File: config.mk
export PLATFORM = sky130hd
export DESIGN_NAME = adc_result_fifo
export DESIGN_NICKNAME = d
export VERILOG_FILES = /design/src/rtl/adc_pkg.sv /design/src/rtl/adc_fifo_mem.sv /design/src/rtl/adc_result_fifo.sv
export SDC_FILE = /design/constraint.sdc
export NUM_CORES = 1
export LEC_CHECK = 0
export ABC_AREA = 1
export CAP_MARGIN = 5
export CORE_MARGIN = 3
export CORE_UTILIZATION = 30
export CTS_CLUSTER_DIAMETER = 120
export CTS_CLUSTER_SIZE = 8
export DETAILED_ROUTE_END_ITERATION = 10
export GPL_ROUTABILITY_DRIVEN = 1
export GPL_TIMING_DRIVEN = 1
export PLACE_DENSITY = 0.46
export RECOVER_POWER = 100
export REMOVE_ABC_BUFFERS = 1
export SLEW_MARGIN = 40
export SYNTH_ARGS = -nofsm -noshare
export SYNTH_HDL_FRONTEND = slang
export SYNTH_HIERARCHICAL = 1
export SYNTH_SLANG_ARGS = --single-unit
File: constraint.sdc
create_clock -name clk -period 2.7 [get_ports clk]
set_input_delay 0.675 -clock clk [delete_from_list [all_inputs] [get_ports clk]]
set_output_delay 0.675 -clock clk [all_outputs]
set_load 0.05 [all_outputs]
File: src/rtl/adc_pkg.sv
// Shared constants and types for the ADC result path.
// Widths here are the defaults that the FIFO and its memory are built from.
package adc_pkg;

    localparam int ADC_RESULT_W       = 16;
    localparam int ADC_FIFO_DEPTH_DEF = 8;
    localparam int ADC_TAG_W          = 4;
    localparam int ADC_DROP_CNT_W     = 8;

    typedef logic [ADC_RESULT_W-1:0] adc_result_t;

endpackage

File: src/rtl/adc_fifo_mem.sv
// Register-array storage: one synchronous write port, one combinational read port.
// Latency: a write is readable the cycle after its edge; reads are zero-latency.
// Backpressure: none; the caller decides when writing is allowed.
module adc_fifo_mem #(
    parameter  int WIDTH  = 16,
    parameter  int DEPTH  = 8,
    localparam int ADDR_W = $clog2(DEPTH)
) (
    input  logic              clk,
    input  logic              wr_en,
    input  logic [ADDR_W-1:0] wr_addr,
    input  logic [WIDTH-1:0]  wr_data,
    input  logic [ADDR_W-1:0] rd_addr,
    output logic [WIDTH-1:0]  rd_data
);

    logic [WIDTH-1:0] mem [DEPTH];

    always_ff @(posedge clk) begin
        if (wr_en) begin
            mem[wr_addr] <= wr_data;
        end
    end

    assign rd_data = mem[rd_addr];

endmodule

File: src/rtl/adc_result_fifo.sv
// FWFT result FIFO with level, sticky overflow, drop counter and threshold irq; ADC_RESULT_FIFO_TAG_EN adds rd_tag_out.
// Latency: a written word is on rd_data_out one cycle after its strobe; irq_out lags the level by one cycle.
// Backpressure: none toward the ADC; writes while full are dropped and counted, reads follow rd_ready_in.
module adc_result_fifo
    import adc_pkg::*;
#(
    parameter  int DATA_W = ADC_RESULT_W,
    parameter  int DEPTH  = ADC_FIFO_DEPTH_DEF,
    localparam int ADDR_W = $clog2(DEPTH)
) (
    input  logic                      clk,
    input  logic                      rst,
    input  logic                      wr_strobe_in,
    input  logic [DATA_W-1:0]         wr_data_in,
    output logic                      rd_valid_out,
    output logic [DATA_W-1:0]         rd_data_out,
    input  logic                      rd_ready_in,
`ifdef ADC_RESULT_FIFO_TAG_EN
    output logic [ADC_TAG_W-1:0]      rd_tag_out,
`endif
    input  logic                      clear_in,
    input  logic [ADDR_W:0]           thresh_in,
    output logic [ADDR_W:0]           level_out,
    output logic                      overflow_out,
    output logic [ADC_DROP_CNT_W-1:0] drop_count_out,
    output logic                      irq_out
);

`ifdef ADC_RESULT_FIFO_TAG_EN
    localparam int MEM_W = DATA_W + ADC_TAG_W;
`else
    localparam int MEM_W = DATA_W;
`endif

    logic [ADDR_W:0]  wptr, rptr;
    logic [ADDR_W:0]  wptr_nxt, rptr_nxt;
    logic             empty, full;
    logic             do_wr, do_rd, do_drop;
    logic [MEM_W-1:0] mem_wr_word, mem_rd_word;

    assign empty = (wptr == rptr);
    assign full  = (wptr[ADDR_W-1:0] == rptr[ADDR_W-1:0]) && (wptr[ADDR_W] != rptr[ADDR_W]);

    // Clear wins over both ports; a full FIFO never reuses the slot freed by a same-cycle read.
    assign do_wr   = wr_strobe_in && !full && !clear_in;
    assign do_drop = wr_strobe_in &&  full && !clear_in;
    assign do_rd   = rd_ready_in  && !empty && !clear_in;

    assign wptr_nxt = wptr + (ADDR_W+1)'(do_wr);
    assign rptr_nxt = rptr + (ADDR_W+1)'(do_rd);

    always_ff @(posedge clk) begin
        if (rst || clear_in) begin
            wptr           <= '0;
            rptr           <= '0;
            level_out      <= '0;
            overflow_out   <= 1'b0;
            drop_count_out <= '0;
            irq_out        <= 1'b0;
        end else begin
            wptr      <= wptr_nxt;
            rptr      <= rptr_nxt;
            level_out <= wptr_nxt - rptr_nxt;
            irq_out   <= (thresh_in != '0) && (level_out >= thresh_in);
            if (do_drop) begin
                overflow_out <= 1'b1;
                if (drop_count_out != '1) begin
                    drop_count_out <= drop_count_out + 1'b1;
                end
            end
        end
    end

`ifdef ADC_RESULT_FIFO_TAG_EN
    // Sequence number advances on every strobe so dropped samples leave a gap in the stored tags.
    logic [ADC_TAG_W-1:0] tag_cnt;

    always_ff @(posedge clk) begin
        if (rst || clear_in) begin
            tag_cnt <= '0;
        end else if (wr_strobe_in) begin
            tag_cnt <= tag_cnt + 1'b1;
        end
    end

    assign mem_wr_word = {tag_cnt, wr_data_in};
    assign rd_tag_out  = mem_rd_word[DATA_W +: ADC_TAG_W];
`else
    assign mem_wr_word = wr_data_in;
`endif

    adc_fifo_mem #(
        .WIDTH (MEM_W),
        .DEPTH (DEPTH)
    ) u_mem (
        .clk     (clk),
        .wr_en   (do_wr),
        .wr_addr (wptr[ADDR_W-1:0]),
        .wr_data (mem_wr_word),
        .rd_addr (rptr[ADDR_W-1:0]),
        .rd_data (mem_rd_word)
    );

    assign rd_valid_out = !empty;
    assign rd_data_out  = mem_rd_word[DATA_W-1:0];

endmodule

==> impl_metrics.prom, run 1 <==
# TYPE chip_impl_metric gauge
chip_impl_metric{name="synth_seq_area_share",unit=""} 0.6141
chip_impl_metric{name="wire_per_inst",unit="um"} 13.65
chip_impl_metric{name="areaGrowthSynthToFinish",unit="%"} 21.88
chip_impl_info{name="top_layer",value="met5"} 1
chip_impl_metric{name="critPathRequiredTime",unit="ps"} 2030
chip_impl_metric{name="worst_pin_slew",unit="ps"} 916.9
chip_impl_info{name="synth.top_cells.by_count",value="249 x sky130_fd_sc_hd__nand2_1, 169 x sky130_fd_sc_hd__inv_1, 128 x sky130_fd_sc_hd__edfxtp_1"} 1
chip_impl_metric{name="layout_worst_path_cycle_share",unit=""} 0.9408
chip_impl_metric{name="mappedNetlistArea",unit="sq um"} 6977
chip_impl_metric{name="synth_cell_types",unit=""} 29
chip_impl_metric{name="starting_utilization_of_the_core_area",unit=""} 0.3063
chip_impl_metric{name="detailroute.wirelength.met3",unit="um"} 673
chip_impl_metric{name="gr-usage-all-layers",unit=""} 0.1315
chip_impl_metric{name="final-hold-violation-count",unit=""} 0
chip_impl_metric{name="grt_antenna_before_repair",unit=""} 2
chip_impl_info{name="criticalPathCategory",value="flop to output port"} 1
chip_impl_metric{name="part_of_the_total_power_dissipated_in_the_clock_network",unit=""} 0.447
chip_impl_metric{name="number_of_synthesized_flops_with_an_enable_pin",unit=""} 128
chip_impl_metric{name="gp_congestion",unit=""} 0.7215
chip_impl_metric{name="detailroute.wirelength.met2",unit="um"} 7388
chip_impl_metric{name="synth_seq_cells",unit=""} 150
chip_impl_metric{name="post-dp-hpwl",unit="um"} 9332
chip_impl_metric{name="rows",unit=""} 55
chip_impl_metric{name="totalWireLength",unit="um"} 15840
chip_impl_metric{name="cell_internal_pwr",unit="mW"} 3.866
chip_impl_metric{name="detail_route.iter0.violations",unit=""} 232
chip_impl_metric{name="antenna_cells_inserted",unit=""} 0
chip_impl_metric{name="timing.critical_path.arrival",unit="ps"} 1870
chip_impl_metric{name="post_cts_buffers",unit=""} 0
chip_impl_metric{name="area_share_of_the_largest_cell_type_after_synthesis",unit=""} 0.5509
chip_impl_metric{name="die_outline_area",unit="sq um"} 25120
chip_impl_metric{name="ctsHoldBuffers",unit=""} 0
chip_impl_metric{name="detailed_place.area",unit="sq um"} 8026
chip_impl_metric{name="core",unit="sq um"} 22780
chip_impl_info{name="setup.worst_path.end_class",value="output port"} 1
chip_impl_metric{name="timing.hold.ws",unit="ps"} 465.9
chip_impl_metric{name="synthesized_instance_count",unit=""} 756
chip_impl_metric{name="share_seq_of_total_power",unit=""} 0.511
chip_impl_metric{name="global_route.overflow_total",unit=""} 0
chip_impl_metric{name="clockBufferDepth",unit=""} 2
chip_impl_metric{name="tritoncts.num_buffers",unit=""} 17
chip_impl_metric{name="crit_path_max_fanout",unit=""} 24
chip_impl_metric{name="power_leakage",unit="nW"} 3.874
chip_impl_metric{name="ys_async_sr_fraction",unit=""} 0
chip_impl_metric{name="sw_frac_of_total",unit=""} 0.2196
chip_impl_metric{name="drt-met1-wl",unit="um"} 7526
chip_impl_metric{name="cts.sink_count",unit=""} 150
chip_impl_metric{name="yosysWarningCount",unit=""} 6
chip_impl_info{name="clock-root-buffer",value="sky130_fd_sc_hd__clkbuf_16"} 1
chip_impl_metric{name="clk_transition_reported_paths",unit="ps"} 70
chip_impl_info{name="synth_top_cells_by_area",value="sky130_fd_sc_hd__edfxtp_1 55%, sky130_fd_sc_hd__nand2_1 13%, sky130_fd_sc_hd__inv_1 9.1%"} 1
chip_impl_metric{name="maxClockFrequency",unit="GHz"} 0.3937
chip_impl_metric{name="insertion_delay",unit="ps"} 430
chip_impl_info{name="cpMaxStageDelayCell",value="sky130_fd_sc_hd__dfxtp_2"} 1
chip_impl_info{name="yosys.cell_count.top_type",value="sky130_fd_sc_hd__nand2_1"} 1
chip_impl_metric{name="p_sw",unit="mW"} 1.088
chip_impl_info{name="synthDominantAreaCellType",value="sky130_fd_sc_hd__edfxtp_1"} 1
chip_impl_metric{name="clock_skews",unit="ps"} 16.15
chip_impl_metric{name="vias",unit=""} 4758
chip_impl_metric{name="drive_gt1_frac",unit=""} 0.1004
chip_impl_info{name="most_frequent_cell_on_the_critical_path",value="sky130_fd_sc_hd__nand2_1"} 1
chip_impl_metric{name="slew_violations",unit=""} 0
chip_impl_info{name="startpoint_class_of_the_critical_path",value="flop"} 1
chip_impl_metric{name="vias_per_cell",unit=""} 4.102
chip_impl_metric{name="level_count_of_the_clock_h_tree",unit=""} 4
chip_impl_metric{name="post-route-util",unit=""} 0.3733
chip_impl_metric{name="postRouteAntennaNets",unit=""} 0
chip_impl_metric{name="first_pass_detailed_route_iteration_total",unit=""} 4
chip_impl_metric{name="die_height",unit="um"} 158.5
chip_impl_info{name="list_of_cells_traversed_by_the_critical_path",value="buf_12 > inv_1 > buf_12 > nand3_1 > nand2_1 > nand2_1 > nand2_1 > buf_2"} 1
chip_impl_metric{name="grt_start_max_net_pins",unit=""} 49
chip_impl_metric{name="chipWidth",unit="um"} 158.5
chip_impl_info{name="dominantRegCellSynth",value="sky130_fd_sc_hd__edfxtp_1"} 1
chip_impl_info{name="cts_tree",value="yes"} 1
chip_impl_metric{name="synth_area_per_cell",unit="sq um"} 9.228
chip_impl_metric{name="critical-path-max-stage-delay",unit="ps"} 370
chip_impl_metric{name="layout.cell_area.non_filler",unit="sq um"} 8503
chip_impl_metric{name="max_cap_violations",unit=""} 0
chip_impl_metric{name="post-route-drc-count",unit=""} 0
chip_impl_metric{name="period_needed",unit="ps"} 2540
chip_impl_metric{name="power_per_cell_area",unit="nW/um^2"} 582.6
chip_impl_metric{name="p_comb_frac",unit=""} 0.042
chip_impl_metric{name="io-pin-count",unit=""} 56
chip_impl_metric{name="vias_in_the_first_global_route",unit=""} 4425
chip_impl_info{name="min_path_type",value="flop to flop"} 1
chip_impl_metric{name="peakVddDrop",unit="mV"} 0.3888
chip_impl_metric{name="setup_violations",unit=""} 0
chip_impl_info{name="result_of_the_run",value="completed"} 1
chip_impl_info{name="rsz0062_at_grt",value="no"} 1
chip_impl_metric{name="place.port_buffers",unit=""} 55
chip_impl_metric{name="grt_first_pass_wirelength",unit="um"} 24660
chip_impl_metric{name="finish.net_count",unit=""} 872
chip_impl_metric{name="slew-limit-headroom",unit=""} 0.3865
cell families (layout without fill, tap and decap cells):
| group | count (synthesis) | count (layout) | share of synthesized area |
|---|---|---|---|
| and+or+nand+nor | 377 | 377 | 0.2222 |
| buffers and inverters | 196 | 287 | 0.1185 |
| DFF | 150 | 150 | 0.6141 |
| AOI/OAI and AO/OA | 14 | 14 | 0.01327 |
| adders and majority gates | 13 | 13 | 0.02439 |
| xor gates and xnor gates | 6 | 6 | 0.007532 |
power groups by stage:
stage | registers (mW) | clock network, mW | logic, mW
detailed placement | 2.58 | 0 | 0.227
global placement | 2.58 | 0 | 0.228
CTS | 2.53 | 2.28 | 0.228
floorplan | 2.59 | 0 | 0.103
global route | 2.53 | 2.38 | 0.232
finish | 2.53 | 2.22 | 0.206
routing by layer:
metal,global-route usage,vias up
met5,0,-
met4,0.04097,4
met3,0.03751,21
met2,0.2110,93
met1,0.1733,2142
li1,-,2498
final cells by class:
cell class / count / area (sq um)
Timing Repair Buffer: 85 / 759.5
Tap cell: 313 / 391.6
Sequential cell: 150 / 4289
Fill cell: 2249 / 14270
Multi-Input combinational cell: 410 / 1868
Clock inverter: 15 / 128.9
Clock buffer: 17 / 425.4
Inverter: 170 / 640.6
repair_timing:
| item | CTS | global route |
|---|---|---|
| setup endpoints to repair | 16 | 17 |
| cloned | 0 | 1 |
| gates resized for setup | 3 | 11 |
worst max-delay path: cells and delay by family (launching register included):
family | cells | cell delay [ps]
buffers and inverters | 4 | 750
DFF | 1 | 370
and+or+nand+nor | 4 | 310
sequential cells by signal, indices dropped and copies added, names as in the netlist:
signal,count
level_out,4
wptr,4
drop_count_out,8
irq_out,1
u_mem/mem,128
rptr,4
overflow_out,1
layout by cell type, fill, tap and decap left out, drive strengths merged, types with 6 or more instances in the layout:
cell type / n
inv: 174
ha: 12
a21oi: 8
buf: 20
clkdlybuf4s50: 6
nor2: 44
clkbuf: 43
dlygate4sd3: 32
clkinv: 7
nand3: 77
dfxtp: 22
edfxtp: 128
nand2: 249
stage by stage:
stage               instances  total power, mW  TNS [ps]  worst slack [ps]
floorplan                 730            2.692    -64040            -839.3
global placement         1127            2.810    -272.3            -177.4
detailed placement       1127            2.809    -326.9            -203.9
CTS                      1159            5.043         0             22.38
global route             1160            5.147         0             8.819
finish                   1160            4.954         0             159.8
path summary, 6_finish.rpt:
check          startpoint         endpoint  slack (ps)  cells after the start
max               rptr[1]  rd_data_out[14]         160                      8
min          overflow_out     overflow_out         470                      1
max reg2reg       wptr[0]     level_out[3]         320                     16
min reg2reg  overflow_out     overflow_out         470                      1
Note: power is estimated with default switching activity, not from simulation.
==> run 2: changes to the inputs <==
--- a/config.mk
+++ b/config.mk
@@ -9,7 +9,7 @@
 export CAP_MARGIN = 5
 export CORE_MARGIN = 3
 export CORE_UTILIZATION = 30
-export CTS_CLUSTER_DIAMETER = 120
+export CTS_CLUSTER_DIAMETER = 40
 export CTS_CLUSTER_SIZE = 8
 export DETAILED_ROUTE_END_ITERATION = 10
 export GPL_ROUTABILITY_DRIVEN = 1
==> results of run 2 <==
No change in the layout: final DEF, timing and power equal those of run 1.
==> run 3: changes to the inputs <==
--- a/config.mk
+++ b/config.mk
@@ -14,6 +14,7 @@
 export DETAILED_ROUTE_END_ITERATION = 10
 export GPL_ROUTABILITY_DRIVEN = 1
 export GPL_TIMING_DRIVEN = 1
+export HOLD_SLACK_MARGIN = 0.12
 export PLACE_DENSITY = 0.46
 export RECOVER_POWER = 100
 export REMOVE_ABC_BUFFERS = 1
==> results of run 3 <==
No change in the layout: final DEF, timing and power equal those of run 1.
